[config.mk]
export PLATFORM = sky130hd
export DESIGN_NAME = seq_divider_flat
export DESIGN_NICKNAME = d
export VERILOG_FILES = /design/src/rtl/seq_divider_pkg.sv /design/src/rtl/seq_divider_if.sv /design/src/rtl/div_fsm.sv /design/src/rtl/seq_divider.sv /design/src/flat_wrapper.sv
export SDC_FILE = /design/constraint.sdc
export NUM_CORES = 1
export LEC_CHECK = 0
export CORE_MARGIN = 3
export CORE_UTILIZATION = 56
export CTS_CLUSTER_SIZE = 12
export DETAILED_ROUTE_END_ITERATION = 16
export PLACE_DENSITY = 0.8
export SLEW_MARGIN = 10
export SYNTH_ARGS = -nofsm -noshare
export SYNTH_HDL_FRONTEND = slang
export SYNTH_SLANG_ARGS = --single-unit
[constraint.sdc]
create_clock -name clk -period 2.3 [get_ports clk]
set_input_delay 0.345 -clock clk [delete_from_list [all_inputs] [get_ports clk]]
set_output_delay 0.345 -clock clk [all_outputs]
set_load 0.02 [all_outputs]
[src/rtl/seq_divider_pkg.sv]
// seq_divider_pkg: shared state encoding and constants for the sequential divider
package seq_divider_pkg;
  typedef enum logic [1:0] {IDLE, CALC, FIX, DONE} state_t;
  localparam int ITERS = 8;
  localparam logic [7:0] DIV0_Q = 8'hFF;
endpackage

[src/rtl/seq_divider_if.sv]
// seq_divider_if: request/result bundle between a requester and the divider
interface seq_divider_if #(parameter int WIDTH = 8);
  logic start;
  logic [WIDTH-1:0] dividend, divisor, quotient, remainder;
  logic busy, div_done, div_by_zero, overflow;
  modport master(output start, dividend, divisor,
                 input quotient, remainder, busy, div_done, div_by_zero, overflow);
  modport slave(input start, dividend, divisor,
                output quotient, remainder, busy, div_done, div_by_zero, overflow);
endinterface

[src/rtl/div_fsm.sv]
// div_fsm: divider controller producing state, iteration count and datapath enables
module div_fsm import seq_divider_pkg::*; (
  input  logic clk,
  input  logic reset_n,
  input  logic start,
  input  logic divisor_zero,
  output logic busy,
  output logic done,
  output logic load,
  output logic load_zero,
  output logic calc_en,
  output logic fix_en
);
  localparam int CW = $clog2(ITERS);
  state_t state, next;
  logic [CW-1:0] cnt;
  always_ff @(posedge clk or negedge reset_n)
    if (!reset_n) begin
      state <= IDLE;
      cnt   <= '0;
    end else begin
      state <= next;
      cnt   <= load ? '0 : calc_en ? cnt + 1'b1 : cnt;
    end
  always_comb begin
    next      = state;
    load      = 1'b0;
    load_zero = 1'b0;
    calc_en   = 1'b0;
    fix_en    = 1'b0;
    case (state)
      IDLE: begin
        load      = start && !divisor_zero;
        load_zero = start && divisor_zero;
        next      = load ? CALC : load_zero ? DONE : IDLE;
      end
      CALC: begin
        calc_en = 1'b1;
        next    = (cnt == CW'(ITERS - 1)) ? FIX : CALC;
      end
      FIX: begin
        fix_en = 1'b1;
        next   = DONE;
      end
      default: next = IDLE;
    endcase
  end
  assign busy = state != IDLE;
  assign done = state == DONE;
endmodule

[src/rtl/seq_divider.sv]
// seq_divider: signed truncating divider using an 8-step restoring unsigned core
module seq_divider import seq_divider_pkg::*; #(parameter int WIDTH = 8) (
  input logic clk,
  input logic reset_n,
  seq_divider_if.slave bus
);
  logic [WIDTH:0] r, d, r_sh, a_dividend, a_divisor;
  logic [WIDTH-1:0] q;
  logic sign_q, sign_r, ge, load, load_zero, calc_en, fix_en;
  // magnitudes kept one bit wider so |-128| stays 128
  assign a_dividend = bus.dividend[WIDTH-1] ? -{1'b1, bus.dividend} : {1'b0, bus.dividend};
  assign a_divisor  = bus.divisor[WIDTH-1]  ? -{1'b1, bus.divisor}  : {1'b0, bus.divisor};
  assign r_sh = {r[WIDTH-1:0], q[WIDTH-1]};
  assign ge   = r_sh >= d;
  div_fsm u_fsm (
    .clk,
    .reset_n,
    .start(bus.start),
    .divisor_zero(bus.divisor == '0),
    .busy(bus.busy),
    .done(bus.div_done),
    .load,
    .load_zero,
    .calc_en,
    .fix_en
  );
  always_ff @(posedge clk or negedge reset_n)
    if (!reset_n) begin
      r               <= '0;
      d               <= '0;
      q               <= '0;
      sign_q          <= 1'b0;
      sign_r          <= 1'b0;
      bus.quotient    <= '0;
      bus.remainder   <= '0;
      bus.div_by_zero <= 1'b0;
      bus.overflow    <= 1'b0;
    end else begin
      if (load) begin
        d               <= a_divisor;
        q               <= a_dividend[WIDTH-1:0];
        r               <= '0;
        sign_q          <= bus.dividend[WIDTH-1] ^ bus.divisor[WIDTH-1];
        sign_r          <= bus.dividend[WIDTH-1];
        bus.div_by_zero <= 1'b0;
        bus.overflow    <= 1'b0;
      end
      if (load_zero) begin
        bus.quotient    <= WIDTH'(DIV0_Q);
        bus.remainder   <= bus.dividend;
        bus.div_by_zero <= 1'b1;
        bus.overflow    <= 1'b0;
      end
      if (calc_en) begin
        r <= ge ? r_sh - d : r_sh;
        q <= {q[WIDTH-2:0], ge};
      end
      // a positive quotient of 128 only arises from -128 / -1
      if (fix_en) begin
        bus.quotient  <= sign_q ? -q : q;
        bus.remainder <= sign_r ? -r[WIDTH-1:0] : r[WIDTH-1:0];
        bus.overflow  <= ~sign_q & q[WIDTH-1];
      end
    end
endmodule

[src/flat_wrapper.sv]
// flat-port wrapper written by rule: the top's interface ports become plain ports
module seq_divider_flat import seq_divider_pkg::*;
#(parameter int WIDTH = 8)
  (clk, reset_n, bus_start, bus_dividend, bus_divisor, bus_quotient, bus_remainder, bus_busy, bus_div_done, bus_div_by_zero, bus_overflow);
  seq_divider_if #(.WIDTH(WIDTH)) bus_i ();
  input logic clk;
  input logic reset_n;
  input wire logic [$bits(bus_i.start)-1:0] bus_start;
  input wire logic [$bits(bus_i.dividend)-1:0] bus_dividend;
  input wire logic [$bits(bus_i.divisor)-1:0] bus_divisor;
  output wire logic [$bits(bus_i.quotient)-1:0] bus_quotient;
  output wire logic [$bits(bus_i.remainder)-1:0] bus_remainder;
  output wire logic [$bits(bus_i.busy)-1:0] bus_busy;
  output wire logic [$bits(bus_i.div_done)-1:0] bus_div_done;
  output wire logic [$bits(bus_i.div_by_zero)-1:0] bus_div_by_zero;
  output wire logic [$bits(bus_i.overflow)-1:0] bus_overflow;
  assign bus_i.start = bus_start;
  assign bus_i.dividend = bus_dividend;
  assign bus_i.divisor = bus_divisor;
  assign bus_quotient = bus_i.quotient;
  assign bus_remainder = bus_i.remainder;
  assign bus_busy = bus_i.busy;
  assign bus_div_done = bus_i.div_done;
  assign bus_div_by_zero = bus_i.div_by_zero;
  assign bus_overflow = bus_i.overflow;
  seq_divider #(.WIDTH(WIDTH)) u_core (.clk(clk), .reset_n(reset_n), .bus(bus_i));
endmodule
==> impl_results.md <==
* Status: complete, no violations
* Share of post-route cells with drive strength above 1 at 16.55%
* Synthesized Nets at 384
* Number of nets in the layout at 451
* Post-synthesis instance area at 3206 um2
* Crit path capture type: flop
* Placer Congestion at 0.9095
* Commonest cells after routing, fill and taps aside: sky130_fd_sc_hd__dfrtp_1, sky130_fd_sc_hd__nand2_1, sky130_fd_sc_hd__buf_4
* Synth Area in XOR/XNOR at 7.923%
* Fraction of power spent switching nets at 45.10%
* Total power density per cell area at 1416 nW/um2
* Antenna violations before repair at 0
* Avg Vias per Cell at 5.715
* Cell count after synthesis at 349
* Slowest stage cell, crit path: sky130_fd_sc_hd__clkdlybuf4s50_1
* Clock sink count at 50
* Top flip-flop cell by instance count after synthesis: sky130_fd_sc_hd__dfrtp_1
* Required time of the critical path at 2.48 ns
* Average cell area after synthesis at 9.185 um2
* Clock tree from TritonCTS: built
* Initial Util at 60.08%
* Internal Dissipation at 3.142 mW
* Clock slew at reported path FFs at 0.09 ns
* Max incr delay on CP at 0.42 ns
* Clock network power share at 9.4%
* Routed wire length at 7.989 mm
* Family with the most delay on the worst path: simple AND/OR/NAND/NOR gates
* Final worst path period share at 98.80%
* Maximum number of pins on one net before global-route repair at 32
* Average wire per cell in the routed design at 16.40 um
* Worst slew margin relative to its limit at 67.96%
* Sequential share of power at 28.4%
* Distinct cell type count of the synthesized netlist at 53
* Commonest non-fill, non-tap cell in the layout: sky130_fd_sc_hd__dfrtp_1
* Simple-Gate Fraction of Synth Area at 18.70%
* Series of cell instances along the critical path: clkdlybuf4s50_1 -> or3b_4 -> or3_4 -> nor4_4 -> buf_4 -> clkbuf_16 -> mux2i_1 -> mux2i_1
* # port buffers at 38
* CTS HTree Levels at 2
* Pin slew with the least headroom to its limit at 0.4806 ns
* Highest fanout seen on the critical path at 4
* Static power due to leakage at 1.760 nW
* Number of violations reported at the end of detailed-routing iteration 0 at 209
* Critical path buffer and inverter count at 3
* Total half-perimeter wirelength after legalization and detailed placement at 6.082 mm
* Antenna cell count at 0
* Floorplan die area at 6668 um2
* Clock Skew at 0.01683 ns
* Number of flops mapped to enable cells by yosys at 0
* Share of synthesized area spent on multiplexers at 4.996%
* Row cnt at 26
* First-pass DRT Iterations at 4
* Post-synthesis compound-gate area fraction at 17.33%
* Max-Cap Viols at 0
* Layout overhead on the synthesized area at 26.07%
* Worst min path class: in -> reg
* Final cell count without fillers at 487
* Final Hold Violating Endpoints at 0
* Combinational family with the most area after synthesis: simple AND/OR/NAND/NOR gates
* Switching power at 2.581 mW
* Latest clock arrival within the worst-skew pair at 0.31 ns
* Total via count after detailed routing at 2783
* Layout filler cell count at 361
* CP startpoint kind: input port
* Cell occurring most often along the worst timing path: sky130_fd_sc_hd__mux2i_1
* Core area at 5335 um2
* Overall routing resource usage at 25.71%
* Num CTS Buffers at 5
* Count of synthesis-stage warnings from yosys at 0
* Die boundary height at 81.66 um
* First-pass GRT wire length at 13.22 mm
* Number of routed nets with antenna violations at 0
* Critical Setup Path Class: in -> reg
* Final non-filler cell area at 4041 um2
* Minimum clock period at 2.272 ns
* Critical Path AT at 2.45 ns
* Number of cells after detailed placement at 475
* Placed Instance Area at 3879 um2
* Number of global-route vias before repair at 2737
* Width of the chip at 81.66 um
* Combinational cell fraction of total power at 62.2%
* GR Overflow Total at 0
* Drc violations at 0
* Arithmetic-cell share of the synthesized area counting full adders, half adders and majority gates at 6.479%
* Maximum clock path buffer count at 2
* Fraction of synthesis flops using an asynchronous set or reset pin at 100.0%
* Power Total at 5.723 mW
* Number of I/O pins at 39
* Final Slew Violations at 0
* Register bit count reported by yosys at 50
* Final-report setup violation count at 0
* Sequential fraction of the synthesis area at 39.03%
* Root Buffer: sky130_fd_sc_hd__clkbuf_8
* Highest achievable clock rate at 440.1 MHz
* Largest vdd supply drop at 1043 uV
-- final timing paths --
path / slack, ns / depth (start not counted) / startpoint / endpoint
hold reg to reg: 0.50 / 2 / u_core.d[5] / u_core.d[5]
setup / recovery: 0.03 / 8 / bus_divisor[3] / u_core.bus.remainder[7]
min in group asynchronous: 0.51 / 2 / reset_n / u_core.bus.remainder[1]
hold / removal: 0.44 / 3 / bus_divisor[1] / u_core.d[1]
setup reg to reg: 0.16 / 9 / u_core.q[7] / u_core.r[6]
max in group asynchronous: 1.18 / 3 / reset_n / u_core.r[7]
-- layer usage --
| layer | vias to the layer above | wire (um) | GRT usage (%) |
|---|---|---|---|
| met5 | - | 0 | 0 |
| met4 | 0 | 115 | 5.482 |
| met3 | 17 | 485 | 3.947 |
| met2 | 86 | 3872 | 43.24 |
| met1 | 1307 | 3515 | 35.23 |
| li1 | 1373 | - | - |
-- through the flow --
step | util (%) | hold WS [ns] | setup WS, ns | setup TNS (ns)
finish | 75.75 | 0.4355 | 0.02757 | 0
global route | 75.75 | 0.4438 | -0.07209 | -0.1957
CTS | 74.62 | 0.5053 | 0.05377 | 0
detailed placement | 72.70 | 0.3276 | -0.2766 | -4.277
global placement | 72.70 | 0.3259 | -0.1699 | -2.671
floorplan | - | 0.04941 | 0.2842 | 0
-- power by group through the flow --
stage	clock network, mW	logic, mW	registers [mW]
after floorplan	0	2.20	1.72
after global placement	0	3.42	1.62
after detailed placement	0	3.51	1.63
after CTS	0.551	3.53	1.62
after global routing	0.592	3.97	1.67
final	0.539	3.56	1.62
-- tightest hold or removal path: stages --
cell and delay (ns):
sky130_fd_sc_hd__dlymetal6s2s_1 0.14, sky130_fd_sc_hd__mux2i_1 0.09, sky130_fd_sc_hd__o21ai_1 0.12
-- registers in the layout, summed over array words and instances (netlist names), 2 cells and up --
signal,count
u_core.u_fsm.state,2
u_core.bus.quotient,8
u_core.d,9
u_core.u_fsm.cnt,3
u_core.r,8
u_core.q,8
u_core.bus.remainder,8
-- layout make-up --
| cell class | instances | area [um2] | share of cell area, % |
|---|---|---|---|
| Multi-Input combinational cell | 258 | 1794 | 44.40 |
| Sequential cell | 50 | 1251 | 30.96 |
| Timing Repair Buffer | 79 | 733.2 | 18.14 |
| Tap cell | 70 | 87.58 | 2.167 |
| Inverter | 22 | 82.58 | 2.043 |
| Clock buffer | 5 | 68.82 | 1.703 |
| Clock inverter | 3 | 23.77 | 0.5882 |
-- logic make-up (layout without fill, tap and decap cells) --
kind of cell / Yosys count / in the layout
compound gates: 84 / 84
xor+xnor: 29 / 29
simple gates: 113 / 113
mux: 16 / 16
buf+inv: 41 / 109
flops: 50 / 50
fa+ha+maj: 16 / 16
-- repair_timing --
| item | CTS | global route |
|---|---|---|
| setup buffers | 0 | 2 |
| setup endpoints to repair | 0 | 16 |
| hold buffers | 1 | 0 |
| hold endpoints to repair | 20 | 0 |
| gates resized for setup | 0 | 7 |
-- cells in the mapped netlist, types with 4 or more instances --
| cell type | n | share of area (%) |
|---|---|---|
| sky130_fd_sc_hd__ha_1 | 15 | 5.9 |
| sky130_fd_sc_hd__inv_1 | 21 | 2.5 |
| sky130_fd_sc_hd__or3_1 | 6 | 1.2 |
| sky130_fd_sc_hd__nor2b_1 | 4 | 0.78 |
| sky130_fd_sc_hd__buf_2 | 4 | 0.62 |
| sky130_fd_sc_hd__mux2i_1 | 16 | 5.0 |
| sky130_fd_sc_hd__a21oi_1 | 13 | 2.0 |
| sky130_fd_sc_hd__nand3b_1 | 4 | 0.94 |
| sky130_fd_sc_hd__o211ai_1 | 8 | 1.9 |
| sky130_fd_sc_hd__nor3_1 | 10 | 1.6 |
| sky130_fd_sc_hd__nand2_1 | 39 | 4.6 |
| sky130_fd_sc_hd__o31ai_1 | 10 | 2.3 |
| sky130_fd_sc_hd__xnor2_1 | 13 | 3.6 |
| sky130_fd_sc_hd__nand4_1 | 6 | 1.2 |
| sky130_fd_sc_hd__o21ai_1 | 24 | 3.7 |
| sky130_fd_sc_hd__nor2_1 | 14 | 1.6 |
| sky130_fd_sc_hd__dfrtp_1 | 50 | 39 |
| sky130_fd_sc_hd__a21oi_2 | 9 | 2.5 |
| sky130_fd_sc_hd__clkbuf_1 | 11 | 1.3 |
| sky130_fd_sc_hd__xor2_1 | 16 | 4.4 |
| sky130_fd_sc_hd__nand3_1 | 7 | 1.1 |
(Power assumes the default switching activity.)
